==> src/rtl/seven_segment_4_digits_capture_if.sv <==
// Pin bundle between a 4-digit multiplexed seven-segment display driver and
// the capture block that reconstructs the displayed value from its pins.
interface seven_segment_4_digits_capture_if;
    logic [7:0]  abcdefgh;
    logic [3:0]  digit;
    logic [15:0] number;
    logic [3:0]  dp;
    logic        valid;
    logic        error;
    logic        lost;

    modport master (
        output abcdefgh,
        output digit,
        input  number,
        input  dp,
        input  valid,
        input  error,
        input  lost
    );

    modport slave (
        input  abcdefgh,
        input  digit,
        output number,
        output dp,
        output valid,
        output error,
        output lost
    );
endinterface

==> src/rtl/seven_segment_4_digits_capture.sv <==
// Receive side of the 4-digit multiplexed seven-segment display. Synchronizes
// the segment/strobe pins, waits for each strobe dwell to settle, samples it
// exactly once, decodes the glyph and assembles a 16-bit value plus decimal
// points. A frame is published only after all four digits decoded cleanly.
module seven_segment_4_digits_capture #(
    parameter int SYNC_STAGES = 2,
    parameter int SETTLE      = 4,
    parameter int TIMEOUT_W   = 20
) (
    input logic                             clock,
    input logic                             reset,
    seven_segment_4_digits_capture_if.slave bus
);
    localparam int CNT_W = (SETTLE > 1) ? $clog2(SETTLE) : 1;
    localparam logic [CNT_W-1:0] CNT_MAX = CNT_W'(SETTLE - 1);

    logic [11:0]          sync_pipe [SYNC_STAGES];
    logic [11:0]          word;
    logic [11:0]          held;
    logic [CNT_W-1:0]     settle_cnt;
    logic                 sampled;
    logic                 changed;
    logic                 sample_evt;
    logic [TIMEOUT_W-1:0] idle_cnt;
    logic                 idle_full;
    logic [3:0]           strobe;
    logic [3:0]           sel;
    logic [3:0]           mask;
    logic                 blank;
    logic                 one_cold;
    logic [4:0]           decoded;
    logic                 good;
    logic                 bad;
    logic                 frame_done;
    logic [15:0]          shadow_num;
    logic [15:0]          shadow_num_next;
    logic [3:0]           shadow_dp;
    logic [3:0]           shadow_dp_next;
    logic [15:0]          captured_number;
    logic [3:0]           captured_dp;
    logic                 valid_pulse;
    logic                 error_pulse;
    logic                 lost_flag;

    // Glyph lookup for segments a..g (active-low); bit 4 flags a known glyph.
    function automatic logic [4:0] decode_segments(input logic [6:0] seg);
        logic [4:0] result;
        case (seg)
            7'b0000001: result = {1'b1, 4'h0};
            7'b1001111: result = {1'b1, 4'h1};
            7'b0010010: result = {1'b1, 4'h2};
            7'b0000110: result = {1'b1, 4'h3};
            7'b1001100: result = {1'b1, 4'h4};
            7'b0100100: result = {1'b1, 4'h5};
            7'b0100000: result = {1'b1, 4'h6};
            7'b0001111: result = {1'b1, 4'h7};
            7'b0000000: result = {1'b1, 4'h8};
            7'b0001100: result = {1'b1, 4'h9};
            7'b0001000: result = {1'b1, 4'hA};
            7'b1100000: result = {1'b1, 4'hB};
            7'b0110001: result = {1'b1, 4'hC};
            7'b1000010: result = {1'b1, 4'hD};
            7'b0110000: result = {1'b1, 4'hE};
            7'b0111000: result = {1'b1, 4'hF};
            default:    result = 5'b0_0000;
        endcase
        return result;
    endfunction

    // Synchronizer chain; resets to the idle (all pins high) pattern so a
    // released reset never looks like a multi-strobe fault.
    always_ff @(posedge clock or posedge reset) begin
        if (reset) begin
            for (int i = 0; i < SYNC_STAGES; i++) begin
                sync_pipe[i] <= '1;
            end
        end else begin
            sync_pipe[0] <= {bus.abcdefgh, bus.digit};
            for (int i = 1; i < SYNC_STAGES; i++) begin
                sync_pipe[i] <= sync_pipe[i-1];
            end
        end
    end

    // Classify the synced word: dwell change, sample point, glyph and strobe.
    always_comb begin
        word       = sync_pipe[SYNC_STAGES-1];
        changed    = (word != held);
        sample_evt = !changed && (settle_cnt == CNT_MAX) && !sampled;
        strobe     = word[3:0];
        sel        = ~strobe;
        blank      = (strobe == 4'b1111);
        one_cold   = ($countones(sel) == 1);
        decoded    = decode_segments(word[11:5]);
        good       = sample_evt && one_cold && decoded[4];
        bad        = sample_evt && !blank && !(one_cold && decoded[4]);
        frame_done = good && ((mask | sel) == 4'b1111);
        idle_full  = &idle_cnt;
    end

    // Shadow value with the currently strobed digit's nibble and dp merged in.
    always_comb begin
        shadow_num_next = shadow_num;
        shadow_dp_next  = shadow_dp;
        for (int i = 0; i < 4; i++) begin
            if (sel[i]) begin
                shadow_num_next[i*4 +: 4] = decoded[3:0];
                shadow_dp_next[i]         = ~word[4];
            end
        end
    end

    // Dwell tracker: restart on any change, fire one sample per settled dwell.
    always_ff @(posedge clock or posedge reset) begin
        if (reset) begin
            held       <= '1;
            settle_cnt <= '0;
            sampled    <= 1'b0;
        end else if (changed) begin
            held       <= word;
            settle_cnt <= '0;
            sampled    <= 1'b0;
        end else begin
            if (settle_cnt != CNT_MAX) begin
                settle_cnt <= settle_cnt + 1'b1;
            end
            if (sample_evt) begin
                sampled <= 1'b1;
            end
        end
    end

    // Idle counter: time since the last sample, saturating at all-ones.
    always_ff @(posedge clock or posedge reset) begin
        if (reset) begin
            idle_cnt <= '0;
        end else if (sample_evt) begin
            idle_cnt <= '0;
        end else if (!idle_full) begin
            idle_cnt <= idle_cnt + 1'b1;
        end
    end

    // Frame assembly and publication; a bad sample or a lost display drops
    // the partial frame, the published value only changes on a full frame.
    always_ff @(posedge clock or posedge reset) begin
        if (reset) begin
            mask            <= 4'b0000;
            shadow_num      <= '0;
            shadow_dp       <= '0;
            captured_number <= '0;
            captured_dp     <= '0;
            valid_pulse     <= 1'b0;
            error_pulse     <= 1'b0;
            lost_flag       <= 1'b1;
        end else begin
            valid_pulse <= 1'b0;
            error_pulse <= 1'b0;
            if (bad) begin
                error_pulse <= 1'b1;
                mask        <= 4'b0000;
            end else if (good) begin
                shadow_num <= shadow_num_next;
                shadow_dp  <= shadow_dp_next;
                if (frame_done) begin
                    captured_number <= shadow_num_next;
                    captured_dp     <= shadow_dp_next;
                    valid_pulse     <= 1'b1;
                    mask            <= 4'b0000;
                end else begin
                    mask <= mask | sel;
                end
            end else if (idle_full) begin
                mask <= 4'b0000;
            end

            if (frame_done) begin
                lost_flag <= 1'b0;
            end else if (idle_full) begin
                lost_flag <= 1'b1;
            end
        end
    end

    assign bus.number = captured_number;
    assign bus.dp     = captured_dp;
    assign bus.valid  = valid_pulse;
    assign bus.error  = error_pulse;
    assign bus.lost   = lost_flag;
endmodule

==> src/flat_wrapper.sv <==
// flat-port wrapper written by rule: the top's interface ports become plain ports
module seven_segment_4_digits_capture_flat 
#(
    parameter int SYNC_STAGES = 2,
    parameter int SETTLE      = 4,
    parameter int TIMEOUT_W   = 20
)
  (clock, reset, bus_abcdefgh, bus_digit, bus_number, bus_dp, bus_valid, bus_error, bus_lost);
  seven_segment_4_digits_capture_if bus_i ();
  input logic clock;
  input logic reset;
  input wire logic [$bits(bus_i.abcdefgh)-1:0] bus_abcdefgh;
  input wire logic [$bits(bus_i.digit)-1:0] bus_digit;
  output wire logic [$bits(bus_i.number)-1:0] bus_number;
  output wire logic [$bits(bus_i.dp)-1:0] bus_dp;
  output wire logic [$bits(bus_i.valid)-1:0] bus_valid;
  output wire logic [$bits(bus_i.error)-1:0] bus_error;
  output wire logic [$bits(bus_i.lost)-1:0] bus_lost;
  assign bus_i.abcdefgh = bus_abcdefgh;
  assign bus_i.digit = bus_digit;
  assign bus_number = bus_i.number;
  assign bus_dp = bus_i.dp;
  assign bus_valid = bus_i.valid;
  assign bus_error = bus_i.error;
  assign bus_lost = bus_i.lost;
  seven_segment_4_digits_capture #(.SYNC_STAGES(SYNC_STAGES), .SETTLE(SETTLE), .TIMEOUT_W(TIMEOUT_W)) u_core (.clock(clock), .reset(reset), .bus(bus_i));
endmodule
==> config.mk <==
export PLATFORM = sky130hd
export DESIGN_NAME = seven_segment_4_digits_capture_flat
export DESIGN_NICKNAME = d
export VERILOG_FILES = /design/src/rtl/seven_segment_4_digits_capture_if.sv /design/src/rtl/seven_segment_4_digits_capture.sv /design/src/flat_wrapper.sv
export SDC_FILE = /design/constraint.sdc
export NUM_CORES = 1
export LEC_CHECK = 0
export BUFFER_PORTS_ARGS = -buffer_cell sky130_fd_sc_hd__buf_2
export CAP_MARGIN = 15
export CORE_ASPECT_RATIO = 0.6
export CORE_MARGIN = 1
export CORE_UTILIZATION = 60
export DETAILED_ROUTE_END_ITERATION = 10
export PLACE_DENSITY = 0.8
export SYNTH_ARGS = -nofsm -noshare
export SYNTH_HDL_FRONTEND = slang
export SYNTH_SLANG_ARGS = --single-unit
export TNS_END_PERCENT = 20
==> constraint.sdc <==
create_clock -name clock -period 4.2 [get_ports clock]
set_clock_uncertainty 0.2 [all_clocks]
set_input_delay 0.21 -clock clock [delete_from_list [all_inputs] [get_ports clock]]
set_output_delay 0.21 -clock clock [all_outputs]
set_load 0.005 [all_outputs]
==> results.ini, run 1 <==
[flow_run]
cap_viol_max_count = 0

[clock_network]
cts_resized = 0
clock_sink_total = 106
clock_insertion_delay_worst_skew_ns = 0.36
cts.root.buffer_cell = sky130_fd_sc_hd__clkbuf_16
ctsLongestPathBuffers = 2
clkSlewWorstSetupHoldPaths_ns = 0.08
cts-buffers-inserted = 9
cts_tree = done
cts_htree_levels = 3

[power]
comb_power_share = 0.052
switching_share = 0.253
peakVddDrop_v = 0.000257
intPower_mw = 1.52
pwr-share-seq = 0.533
power.total_mw = 2.04
p_clk_frac = 0.415
leakage_nw = 2.49
p_sw_mw = 0.514
power_density_nw_per_um2 = 368

[floorplan]
io-pin-count = 37
num_rows = 25
die_w_um = 119
die_y_um = 72.0
dieArea_um2 = 8550
core_area_um2 = 7880
effective_utilization_at_floorplan = 0.622

[critical_path]
crit_path_start_kind = flop
critical-path-top-cell-by-count = sky130_fd_sc_hd__ha_1
worstPathBufferInverterCount = 1
critPathSlowestCell = sky130_fd_sc_hd__dfstp_2
worst_path_top_cell_family_by_delay = adder cells
crit_type = flop to flop
largest_stage_delay_on_the_critical_path_ns = 0.70
worst-endpoint-arrival_ns = 3.77
worst-path-max-fanout = 15
kind_of_capture_point_of_the_worst_setup_path = flop
crit_chain = inv_1 -> ha_1 -> ha_1 -> fa_1 -> nor3b_1 -> and2_1 -> o31ai_4 -> nor2_4 -> mux2_1
required_ns = 4.24

[routing]
wl_met2_um = 4740
wl_um = 9830
detail_route.first_pass.iterations = 5
antenna_left = 0
avgRoutedWirePerCell_um = 16.8
via_count = 3297
routed.top_layer = met4
wl_met1_um = 4510
avgViaCountPerCell = 5.63
dr.first_iter.drc_count = 196
drc = 0
met3RoutedLength_um = 496

[placement]
place_congestion = 0.812
io_buffer_count = 36
cell_count_post_placement = 557
detailedPlace.worstSlack_ns = 0.499
detailedPlacementHpwl_um = 6670

[logic_synthesis]
synth_top_area_frac = 0.352
synth_largest_area_cell = sky130_fd_sc_hd__dfrtp_1
synth_top_flop_cell = sky130_fd_sc_hd__dfrtp_1
synthDistinctLibCells = 65
syn-mean-instance-area_um2 = 11.1
ys_async_sr_fraction = 1.00
synth.net_count = 464
synth-warning-count = 0
syn-instance-count = 442
synth_enable_flop_cells = 0
synth-seq-area-share = 0.551
synth.area.top_cells = sky130_fd_sc_hd__dfrtp_1 (35%), sky130_fd_sc_hd__dfstp_2 (20%), sky130_fd_sc_hd__mux2_1 (3.7%), sky130_fd_sc_hd__nor2_1 (3.7%), sky130_fd_sc_hd__xnor2_1 (3.2%)
ys_ff_latch = 106
syn-cell-area_um2 = 4900

[finish]
area.growth.synth_to_final_pct = 12.9
nets = 495
fillerInstances = 585
antennaDiodeCount = 0
non_filler_cells_in_the_finished_layout = 586
share_of_post_route_cells_with_drive_strength_above_1 = 0.243

[global_routing]
maximum_number_of_pins_on_one_net_before_global_route_repair = 74
grt_pass1_wl_um = 16100
grt_pass1_vias = 3187
grt_antenna_before_repair = 0
gr-usage-all-layers = 0.252
gr-total-overflow = 0

[sta]
timing.final.max_slew_violations = 0
worst_slack_ns = 0.468
tightestPinTransition_ns = 0.874
hold_viol_final = 0
slew_headroom = 0.417
achievable-frequency_mhz = 268
setup_viol = 0
min_period_over_period = 0.889
finalSetupTns_ns = 0
layout_min_cycle_time_ns = 3.73
rsz0062_at_grt = false

[hold_path]
min_path_type = flop to flop

[outcome]
run_status = completed

## per-layer routing
layer	global-route usage	vias to the layer above
met5	0	-
met4	0.0788	0
met3	0.0645	8
met2	0.405	76
met1	0.343	1639
li1	-	1574
## stage by stage
step,util,hold slack (ns),cell area [um2]
3_3_place_gp,0.647,0.115,5100
4_1_cts,0.702,0.158,5530
6_report,0.702,0.154,5530
3_5_place_dp,0.647,0.116,5100
5_1_grt,0.702,0.161,5530
2_1_floorplan,-,0.0145,4900
## worst reg2reg max path, stage by stage (launching register included)
cell and delay (ns):
sky130_fd_sc_hd__dfstp_2 0.70, sky130_fd_sc_hd__inv_1 0.17, sky130_fd_sc_hd__ha_1 0.33, sky130_fd_sc_hd__ha_1 0.22, sky130_fd_sc_hd__fa_1 0.45, sky130_fd_sc_hd__nor3b_1 0.44, sky130_fd_sc_hd__and2_1 0.32, sky130_fd_sc_hd__o31ai_4 0.21
sky130_fd_sc_hd__nor2_4 0.23, sky130_fd_sc_hd__mux2_1 0.35
## final timing paths
kind / endpoint / slack, ns / start / cells after the start
worst min register to register: u_core.word[11]$_DFF_PP1_ / 0.15 / u_core.sync_pipe[23]$_DFF_PP1_ / 0
max in group asynchronous: u_core.sync_pipe[12]$_DFF_PP1_ / 2.46 / reset / 4
min in group asynchronous: u_core.shadow_num[14]$_DFFE_PP0P_ / 0.37 / reset / 3
worst max-delay path: u_core.shadow_num[5]$_DFFE_PP0P_ / 0.47 / u_core.word[2]$_DFF_PP1_ / 9
worst max register to register: u_core.shadow_num[5]$_DFFE_PP0P_ / 0.47 / u_core.word[2]$_DFF_PP1_ / 9
worst min-delay path: u_core.word[11]$_DFF_PP1_ / 0.15 / u_core.sync_pipe[23]$_DFF_PP1_ / 0
## kinds of logic after synthesis
family          Yosys count  synth area share
simple gates            149             0.164
flops                   106             0.551
compound gates           80             0.110
buf+inv                  43            0.0421
xor+xnor                 31            0.0554
mux                      25            0.0551
fa+ha+maj                 8            0.0220
## sequential cells by signal (all words and copies together) (netlist names), 4 cells and up
| register | count |
|---|---|
| u_core.shadow_num | 16 |
| u_core.word | 12 |
| u_core.bus.dp | 4 |
| u_core.sync_pipe | 12 |
| u_core.idle_cnt | 20 |
| u_core.shadow_dp | 4 |
| u_core.held | 12 |
| u_core.mask | 4 |
| u_core.bus.number | 16 |
## placed cells by master (no fill, tap or decap), types with 2 or more instances in the layout
cell type	instances
sky130_fd_sc_hd__clkbuf_16	9
sky130_fd_sc_hd__and3_1	5
sky130_fd_sc_hd__xnor2_1	18
sky130_fd_sc_hd__nand2b_1	2
sky130_fd_sc_hd__nor2b_1	3
sky130_fd_sc_hd__buf_4	4
sky130_fd_sc_hd__buf_2	36
sky130_fd_sc_hd__nor2_1	48
sky130_fd_sc_hd__o21ai_1	20
sky130_fd_sc_hd__dfstp_2	37
sky130_fd_sc_hd__nand4_1	8
sky130_fd_sc_hd__nand3_1	11
sky130_fd_sc_hd__nor4_1	3
sky130_fd_sc_hd__o21ai_0	6
sky130_fd_sc_hd__and2_1	3
sky130_fd_sc_hd__o31ai_1	4
sky130_fd_sc_hd__o22ai_1	3
sky130_fd_sc_hd__nor3_1	6
sky130_fd_sc_hd__nor3b_1	3
sky130_fd_sc_hd__a211oi_1	2
sky130_fd_sc_hd__clkinv_8	2
sky130_fd_sc_hd__nor2_4	4
sky130_fd_sc_hd__inv_1	9
sky130_fd_sc_hd__mux2_1	16
sky130_fd_sc_hd__inv_6	4
sky130_fd_sc_hd__dfrtp_1	69
sky130_fd_sc_hd__nand2_1	33
sky130_fd_sc_hd__or3_1	4
sky130_fd_sc_hd__a21oi_1	27
sky130_fd_sc_hd__dlygate4sd3_1	13
sky130_fd_sc_hd__xor2_1	13
sky130_fd_sc_hd__a31oi_1	2
sky130_fd_sc_hd__ha_1	7
sky130_fd_sc_hd__mux2i_1	9
## power groups by stage
stage          combinational (mW)  sequential, mW  clock (mW)
2_1_floorplan              0.0937            1.08           0
3_3_place_gp               0.0921            1.10           0
3_5_place_dp               0.0962            1.10           0
4_1_cts                     0.107            1.09       0.858
5_1_grt                     0.117            1.09       0.904
6_report                    0.105            1.09       0.845
## cell type report
cell class | count | area, um2 | area share
Timing Repair Buffer | 53 | 340 | 0.0615
Tap cell | 108 | 135 | 0.0244
Multi-Input combinational cell | 293 | 2010 | 0.364
Sequential cell | 106 | 2700 | 0.488
Inverter | 10 | 40.0 | 0.00724
Clock inverter | 7 | 78.8 | 0.0143
Clock buffer | 9 | 225 | 0.0407
## cells in the mapped netlist (4+ instances only)
| library cell | number |
|---|---|
| sky130_fd_sc_hd__o21ai_1 | 20 |
| sky130_fd_sc_hd__xnor2_1 | 18 |
| sky130_fd_sc_hd__dfstp_2 | 37 |
| sky130_fd_sc_hd__a21oi_1 | 27 |
| sky130_fd_sc_hd__ha_1 | 7 |
| sky130_fd_sc_hd__nor2_4 | 4 |
| sky130_fd_sc_hd__nand3_1 | 11 |
| sky130_fd_sc_hd__xor2_1 | 13 |
| sky130_fd_sc_hd__buf_6 | 5 |
| sky130_fd_sc_hd__mux2_1 | 16 |
| sky130_fd_sc_hd__o31ai_1 | 4 |
| sky130_fd_sc_hd__or3_1 | 4 |
| sky130_fd_sc_hd__o21ai_0 | 6 |
| sky130_fd_sc_hd__inv_1 | 10 |
| sky130_fd_sc_hd__mux2i_1 | 9 |
| sky130_fd_sc_hd__nor2_1 | 48 |
| sky130_fd_sc_hd__nand4_1 | 8 |
| sky130_fd_sc_hd__clkbuf_1 | 22 |
| sky130_fd_sc_hd__nand2_1 | 33 |
| sky130_fd_sc_hd__nor3_1 | 6 |
| sky130_fd_sc_hd__dfrtp_1 | 69 |
| sky130_fd_sc_hd__and3_1 | 5 |
## what timing repair did
item / in CTS / in global routing
setup endpoints to repair: 0 / 0
buffers inserted: 0 / 0
hold endpoints to repair: 68 / 0
hold buffers: 13 / 0
Note: power is estimated with default switching activity, not from simulation.
==> run 2: changes to the inputs <==
--- a/config.mk
+++ b/config.mk
@@ -12,6 +12,7 @@
 export CORE_UTILIZATION = 60
 export DETAILED_ROUTE_END_ITERATION = 10
 export PLACE_DENSITY = 0.8
+export RECOVER_POWER = 100
 export SYNTH_ARGS = -nofsm -noshare
 export SYNTH_HDL_FRONTEND = slang
 export SYNTH_SLANG_ARGS = --single-unit
==> constraint.sdc (replaced) <==
create_clock -name clock -period 3.6 [get_ports clock]
set_clock_uncertainty 0.2 [all_clocks]
set_input_delay 0.18 -clock clock [delete_from_list [all_inputs] [get_ports clock]]
set_output_delay 0.18 -clock clock [all_outputs]
set_load 0.005 [all_outputs]
==> results.ini, run 2 (synthesized netlist as in run 1, its figures left out) <==
[clock_network]
ctsLongestPathBuffers = 2  ; unchanged
cts.root.buffer_cell = sky130_fd_sc_hd__clkbuf_16
cts_resized = 0  ; unchanged
clock_sink_total = 106  ; unchanged
cts_tree = done
clkSlewWorstSetupHoldPaths_ns = 0.07  ; about the same
cts_htree_levels = 3  ; unchanged
cts-buffers-inserted = 9  ; unchanged
clock_insertion_delay_worst_skew_ns = 0.35  ; about the same

[hold_path]
hold_depth = 0  ; unchanged
worst_hold_startpoint = u_core.sync_pipe[13]$_DFF_PP1_
min_path_type = flop to flop

[critical_path]
crit_chain = inv_1 -> ha_1 -> ha_1 -> fa_1 -> nor3b_1 -> and2_0 -> o31ai_4 -> nor2_4 -> mux2_1
critPathSlowestCell = sky130_fd_sc_hd__dfstp_2
worst-endpoint-arrival_ns = 3.29  ; -0.48 ns
worstReg2RegStart = u_core.word[2]$_DFF_PP1_
worst_path_top_cell_family_by_delay = adder cells
crit_path_start_kind = flop
timing.critical_path.depth = 9  ; unchanged
crit_type = flop to flop
worstPathBufferInverterCount = 1  ; unchanged
largest_stage_delay_on_the_critical_path_ns = 0.53  ; -0.17 ns
critical-path-top-cell-by-count = sky130_fd_sc_hd__ha_1
worst-path-max-fanout = 8  ; -7
kind_of_capture_point_of_the_worst_setup_path = flop
r2r.worst_path.cells = 9  ; unchanged
required_ns = 3.63  ; -0.61 ns
critPathLaunch = u_core.word[2]$_DFF_PP1_

[routing]
antenna_left = 0  ; unchanged
detail_route.first_pass.iterations = 4  ; -1
avgRoutedWirePerCell_um = 16.6  ; -0.85%
via_count = 3366  ; +2.1%
wl_um = 9850  ; +0.16%
drc = 0  ; unchanged
avgViaCountPerCell = 5.69  ; +1.1%
dr.first_iter.drc_count = 241  ; +23%

[sta]
hold_slack_ns = 0.156  ; +0.00205 ns
hold_viol_final = 0  ; unchanged
finalSetupTns_ns = 0  ; unchanged
rsz0062_at_grt = false
slew_headroom = -0.152  ; -0.570
layout_min_cycle_time_ns = 3.27  ; -0.467 ns
min_period_over_period = 0.907  ; +0.0184
tightestPinTransition_ns = 1.73  ; +0.855 ns
setup_viol = 0  ; unchanged
timing.final.max_slew_violations = 87  ; +87
achievable-frequency_mhz = 306  ; +14%

[global_routing]
grt_pass1_vias = 3200  ; +0.41%
gr-usage-all-layers = 0.251  ; -0.00143
maximum_number_of_pins_on_one_net_before_global_route_repair = 87  ; +18%
grt_antenna_before_repair = 0  ; unchanged
grt_pass1_wl_um = 16200  ; +0.77%
gr-total-overflow = 0  ; unchanged

[finish]
multi_input_area_um2 = 2000  ; -0.56%
nets = 501  ; +1.2%
fillerInstances = 596  ; +1.9%
largest_reg_flops = 20  ; unchanged
largest_register = u_core.idle_cnt
area.growth.synth_to_final_pct = 12.5
share_of_post_route_cells_with_drive_strength_above_1 = 0.213  ; -0.0299
antennaDiodeCount = 0  ; unchanged
final-seq-area_um2 = 2700  ; unchanged
mostFrequentLayoutCell = sky130_fd_sc_hd__dfrtp_1
leading_cell_types_in_the_layout_fill_and_taps_excluded = sky130_fd_sc_hd__dfrtp_1 (69), sky130_fd_sc_hd__nor2_1 (48), sky130_fd_sc_hd__nand2_1 (33), sky130_fd_sc_hd__buf_2 (30), sky130_fd_sc_hd__dfstp_2 (29)

[power]
leakage_nw = 2.46  ; -1.4%
power_density_nw_per_um2 = 419  ; +14%
power.total_mw = 2.31  ; +14%
peakVddDrop_v = 0.000237  ; -7.8%

[outcome]
run_status = finished with violations
failed_checks = capacitance limit, slew limit

[placement]
io_buffer_count = 36  ; unchanged
place_congestion = 0.832  ; +2.6%
detailedPlacementHpwl_um = 6650  ; -0.28%

[floorplan]
die_w_um = 119  ; unchanged
core_area_um2 = 7880  ; unchanged
dieArea_um2 = 8550  ; unchanged
die_y_um = 72.0  ; unchanged
num_rows = 25  ; unchanged
effective_utilization_at_floorplan = 0.622  ; unchanged
io-pin-count = 37  ; unchanged

[flow_run]
cap_viol_max_count = 1  ; +1

run 2: cell types whose count changed in the layout (fill, tap and decap cells not counted), sizes merged:
cell / delta
clkbuf: +13
buf: -5
inv: -3
clkinvlp: +2
clkinv: -1
run 2: area by class of cell:
class / count / share of cell area
Sequential cell: 106 / 0.489
Clock inverter: 5 / 0.00681
Clock buffer: 11 / 0.0440
Timing Repair Buffer: 59 / 0.0654
Tap cell: 108 / 0.0245
Inverter: 10 / 0.00681
Multi-Input combinational cell: 293 / 0.363
run 2: metrics by stage:
stage	instance area [um2]	instances	utilization	setup WS [ns]
6_report	5510	592	0.700	0.335
5_1_grt	5510	592	0.700	0.163
4_1_cts	5550	592	0.704	0.434
3_5_place_dp	5140	563	0.652	0.470
3_3_place_gp	5140	563	0.652	0.527
2_1_floorplan	4900	442	-	0.475
run 2: worst register-to-register path: cells and delay by family (launching register included):
family	cells	cell delay [ns]
adders and majority gates	3	0.96
and+or+nand+nor	3	0.81
DFF	1	0.53
muxes	1	0.35
AOI/OAI and AO/OA	1	0.22
buffers and inverters	1	0.08
run 2: worst paths after layout:
kind                                                      to  slack [ns]
max                        u_core.shadow_num[14]$_DFFE_PP0P_        0.33
max reg2reg                u_core.shadow_num[14]$_DFFE_PP0P_        0.33
min in group asynchronous       u_core.bus.dp[3]$_DFFE_PP0P_        0.70
max in group asynchronous         u_core.held[1]$_DFFE_PP1P_        1.11
min                                 u_core.word[1]$_DFF_PP1_        0.16
min reg2reg                         u_core.word[1]$_DFF_PP1_        0.16
run 2: report_power, final:
group | switching [mW] | internal (mW) | total [mW]
clock network | 0.429 | 0.492 | 0.921
logic | 0.0811 | 0.0545 | 0.136
registers | 0.0296 | 1.23 | 1.26
run 2: metal layers:
metal,global-route usage,part of all wire
met5,0,0
met4,0.0830,0.017
met3,0.0613,0.059
met2,0.381,0.45
met1,0.358,0.47
run 2: repair_timing:
| item | in CTS | in global routing |
|---|---|---|
| setup buffers | 0 | 0 |
| hold buffers | 13 | 0 |
| endpoints found under the setup margin | 0 | 0 |
| hold endpoints to repair | 65 | 0 |
==> run 3: changes to the inputs <==
--- a/config.mk
+++ b/config.mk
@@ -9,10 +9,10 @@
 export CAP_MARGIN = 15
 export CORE_ASPECT_RATIO = 0.6
 export CORE_MARGIN = 1
-export CORE_UTILIZATION = 60
+export CORE_UTILIZATION = 41
 export DETAILED_ROUTE_END_ITERATION = 10
-export PLACE_DENSITY = 0.8
 export RECOVER_POWER = 100
+export SLEW_MARGIN = 25
 export SYNTH_ARGS = -nofsm -noshare
 export SYNTH_HDL_FRONTEND = slang
 export SYNTH_SLANG_ARGS = --single-unit
==> results.ini, run 3 (synthesized netlist as in run 1, its figures left out) <==
[critical_path]
worst-path-max-fanout = 37  ; +29
crit_type = flop to flop
largest_stage_delay_on_the_critical_path_ns = 0.53  ; about the same
crit_chain = clkbuf_1 -> xnor2_1 -> nand4_1 -> nor4_1 -> and2_1 -> o311ai_2 -> clkbuf_4 -> nand2_1 -> o21ai_0
crit_path_start_kind = flop
worst_path_top_cell_family_by_delay = simple AND/OR/NAND/NOR gates
worstPathBufferInverterCount = 2  ; +1
worst-endpoint-arrival_ns = 3.22  ; -0.07 ns
kind_of_capture_point_of_the_worst_setup_path = flop
required_ns = 3.63  ; about the same
critPathSlowestCell = sky130_fd_sc_hd__dfstp_2

[clock_network]
holdBufCountCts = 13  ; unchanged
cts.root.buffer_cell = sky130_fd_sc_hd__clkbuf_16
clock_sink_total = 106  ; unchanged
cts_tree = done
cts_htree_levels = 3  ; unchanged
ctsLongestPathBuffers = 2  ; unchanged
clkSlewWorstSetupHoldPaths_ns = 0.08  ; about the same
cts_resized = 0  ; unchanged
clock_insertion_delay_worst_skew_ns = 0.36  ; about the same
cts-buffers-inserted = 9  ; unchanged
post_cts.repair.setup_buffers = 0  ; unchanged

[sta]
min_period_over_period = 0.886  ; -0.0215
hold_slack_ns = 0.159  ; +0.00306 ns
timing.final.max_slew_violations = 47  ; -46%
hold_viol_final = 0  ; unchanged
rsz0062_at_grt = false
finalSetupTns_ns = 0  ; unchanged
slew_headroom = -0.320  ; -0.167
achievable-frequency_mhz = 314  ; +2.4%
layout_min_cycle_time_ns = 3.19  ; -0.0773 ns
tightestPinTransition_ns = 1.97  ; +0.240 ns
setup_viol = 0  ; unchanged

[outcome]
failed_checks = capacitance limit, slew limit
run_status = finished with violations

[finish]
largest_register = u_core.idle_cnt
area.growth.synth_to_final_pct = 13.6
share_of_post_route_cells_with_drive_strength_above_1 = 0.193  ; -0.0194
fillerInstances = 1082  ; +82%
leading_cell_types_in_the_layout_fill_and_taps_excluded = sky130_fd_sc_hd__dfrtp_1 (69), sky130_fd_sc_hd__nor2_1 (48), sky130_fd_sc_hd__nand2_1 (33), sky130_fd_sc_hd__a21oi_1 (27), sky130_fd_sc_hd__dfstp_2 (27)
nets = 503  ; +0.40%
mostFrequentLayoutCell = sky130_fd_sc_hd__dfrtp_1
largest_reg_flops = 20  ; unchanged
antennaDiodeCount = 0  ; unchanged

[power]
pwr-share-seq = 0.531  ; -0.012
peakVddDrop_v = 0.000260  ; +9.5%
p_clk_frac = 0.412  ; +0.014
switching_share = 0.251  ; +0.0177
intPower_mw = 1.77  ; -0.22%
comb_power_share = 0.057  ; -0.002
power.total_mw = 2.36  ; +2.1%
p_sw_mw = 0.593  ; +9.9%
power_density_nw_per_um2 = 424  ; +1.1%
leakage_nw = 2.43  ; -1.1%

[floorplan]
core_area_um2 = 11500  ; +46%
effective_utilization_at_floorplan = 0.427  ; -0.195
io-pin-count = 37  ; unchanged
die_w_um = 143  ; +21%
num_rows = 30  ; +20%
dieArea_um2 = 12400  ; +45%
die_y_um = 86.7  ; +20%

[global_routing]
grt_pass1_vias = 3076  ; -3.9%
grt_antenna_before_repair = 0  ; unchanged
grt_pass1_wl_um = 16300  ; +0.51%
maximum_number_of_pins_on_one_net_before_global_route_repair = 47  ; -46%
gr-total-overflow = 0  ; unchanged
gr-usage-all-layers = 0.177  ; -0.0740

[placement]
place_congestion = 0.841  ; +1.1%
detailedPlacementHpwl_um = 6740  ; +1.3%
io_buffer_count = 36  ; unchanged

[routing]
avgRoutedWirePerCell_um = 15.1  ; -8.9%
antenna_left = 0  ; unchanged
dr.first_iter.drc_count = 178  ; -26%
drc = 0  ; unchanged
wl_um = 9790  ; -0.61%
via_count = 3248  ; -3.5%
detail_route.first_pass.iterations = 4  ; unchanged
avgViaCountPerCell = 5.03  ; -12%

[flow_run]
cap_viol_max_count = 1  ; unchanged

[hold_path]
min_path_type = flop to flop

## run 3: cell types whose count changed in the layout (fill, tap and decap cells not counted), moves of 2 or more
cell and change:
sky130_fd_sc_hd__o21ai_0 -2, sky130_fd_sc_hd__dfstp_2 -2, sky130_fd_sc_hd__buf_2 -6, sky130_fd_sc_hd__clkbuf_1 +7, sky130_fd_sc_hd__buf_4 -2, sky130_fd_sc_hd__dfstp_1 +2, sky130_fd_sc_hd__o21ai_1 +2
## run 3: path summary, 6_finish.rpt
path / start / to / slack (ns) / cells past startpoint
setup reg to reg: u_core.word[1]$_DFF_PP1_ / u_core.bus.number[3]$_DFFE_PP0P_ / 0.41 / 9
hold reg to reg: u_core.sync_pipe[16]$_DFF_PP1_ / u_core.word[4]$_DFF_PP1_ / 0.16 / 0
max in group asynchronous: reset / u_core.settle_cnt[0]$_DFFE_PP0P_ / 0.92 / 4
min in group asynchronous: reset / u_core.bus.number[14]$_DFFE_PP0P_ / 0.67 / 3
setup / recovery: u_core.word[1]$_DFF_PP1_ / u_core.bus.number[3]$_DFFE_PP0P_ / 0.41 / 9
hold / removal: u_core.sync_pipe[16]$_DFF_PP1_ / u_core.word[4]$_DFF_PP1_ / 0.16 / 0
## run 3: stage by stage
stage	cell area, um2	std cells	setup WS (ns)	utilization
after global placement	5220	617	0.545	0.455
after CTS	5650	646	0.440	0.492
after detailed placement	5220	617	0.454	0.455
after floorplan	4900	442	0.475	-
after global routing	5570	646	0.139	0.485
final	5570	646	0.412	0.485
## run 3: layout make-up
class                           count  area (um2)  share of cell area
Tap cell                          160         200              0.0359
Sequential cell                   106        2700               0.485
Clock buffer                        9         225              0.0404
Timing Repair Buffer               61         358              0.0643
Clock inverter                      7        70.1              0.0126
Inverter                           10        38.8             0.00696
Multi-Input combinational cell    293        1980               0.355
## run 3: power groups by stage
stage	registers, mW	clock network [mW]	logic (mW)
5_1_grt	1.26	1.04	0.153
3_3_place_gp	1.28	0	0.130
2_1_floorplan	1.26	0	0.109
6_report	1.25	0.973	0.136
4_1_cts	1.26	0.994	0.144
3_5_place_dp	1.28	0	0.132
## run 3: metal layers
| layer | share of wire | track usage |
|---|---|---|
| met5 | 0 | 0 |
| met1 | 0.53 | 0.264 |
| met4 | 0.011 | 0.0528 |
| met2 | 0.41 | 0.248 |
| met3 | 0.046 | 0.0464 |
## run 3: worst reg2reg max path: stages (launching register included)
cell	delay, ns
sky130_fd_sc_hd__dfstp_2	0.53
sky130_fd_sc_hd__clkbuf_1	0.48
sky130_fd_sc_hd__xnor2_1	0.25
sky130_fd_sc_hd__nand4_1	0.29
sky130_fd_sc_hd__nor4_1	0.33
sky130_fd_sc_hd__and2_1	0.25
sky130_fd_sc_hd__o311ai_2	0.18
sky130_fd_sc_hd__clkbuf_4	0.32
sky130_fd_sc_hd__nand2_1	0.15
sky130_fd_sc_hd__o21ai_0	0.08
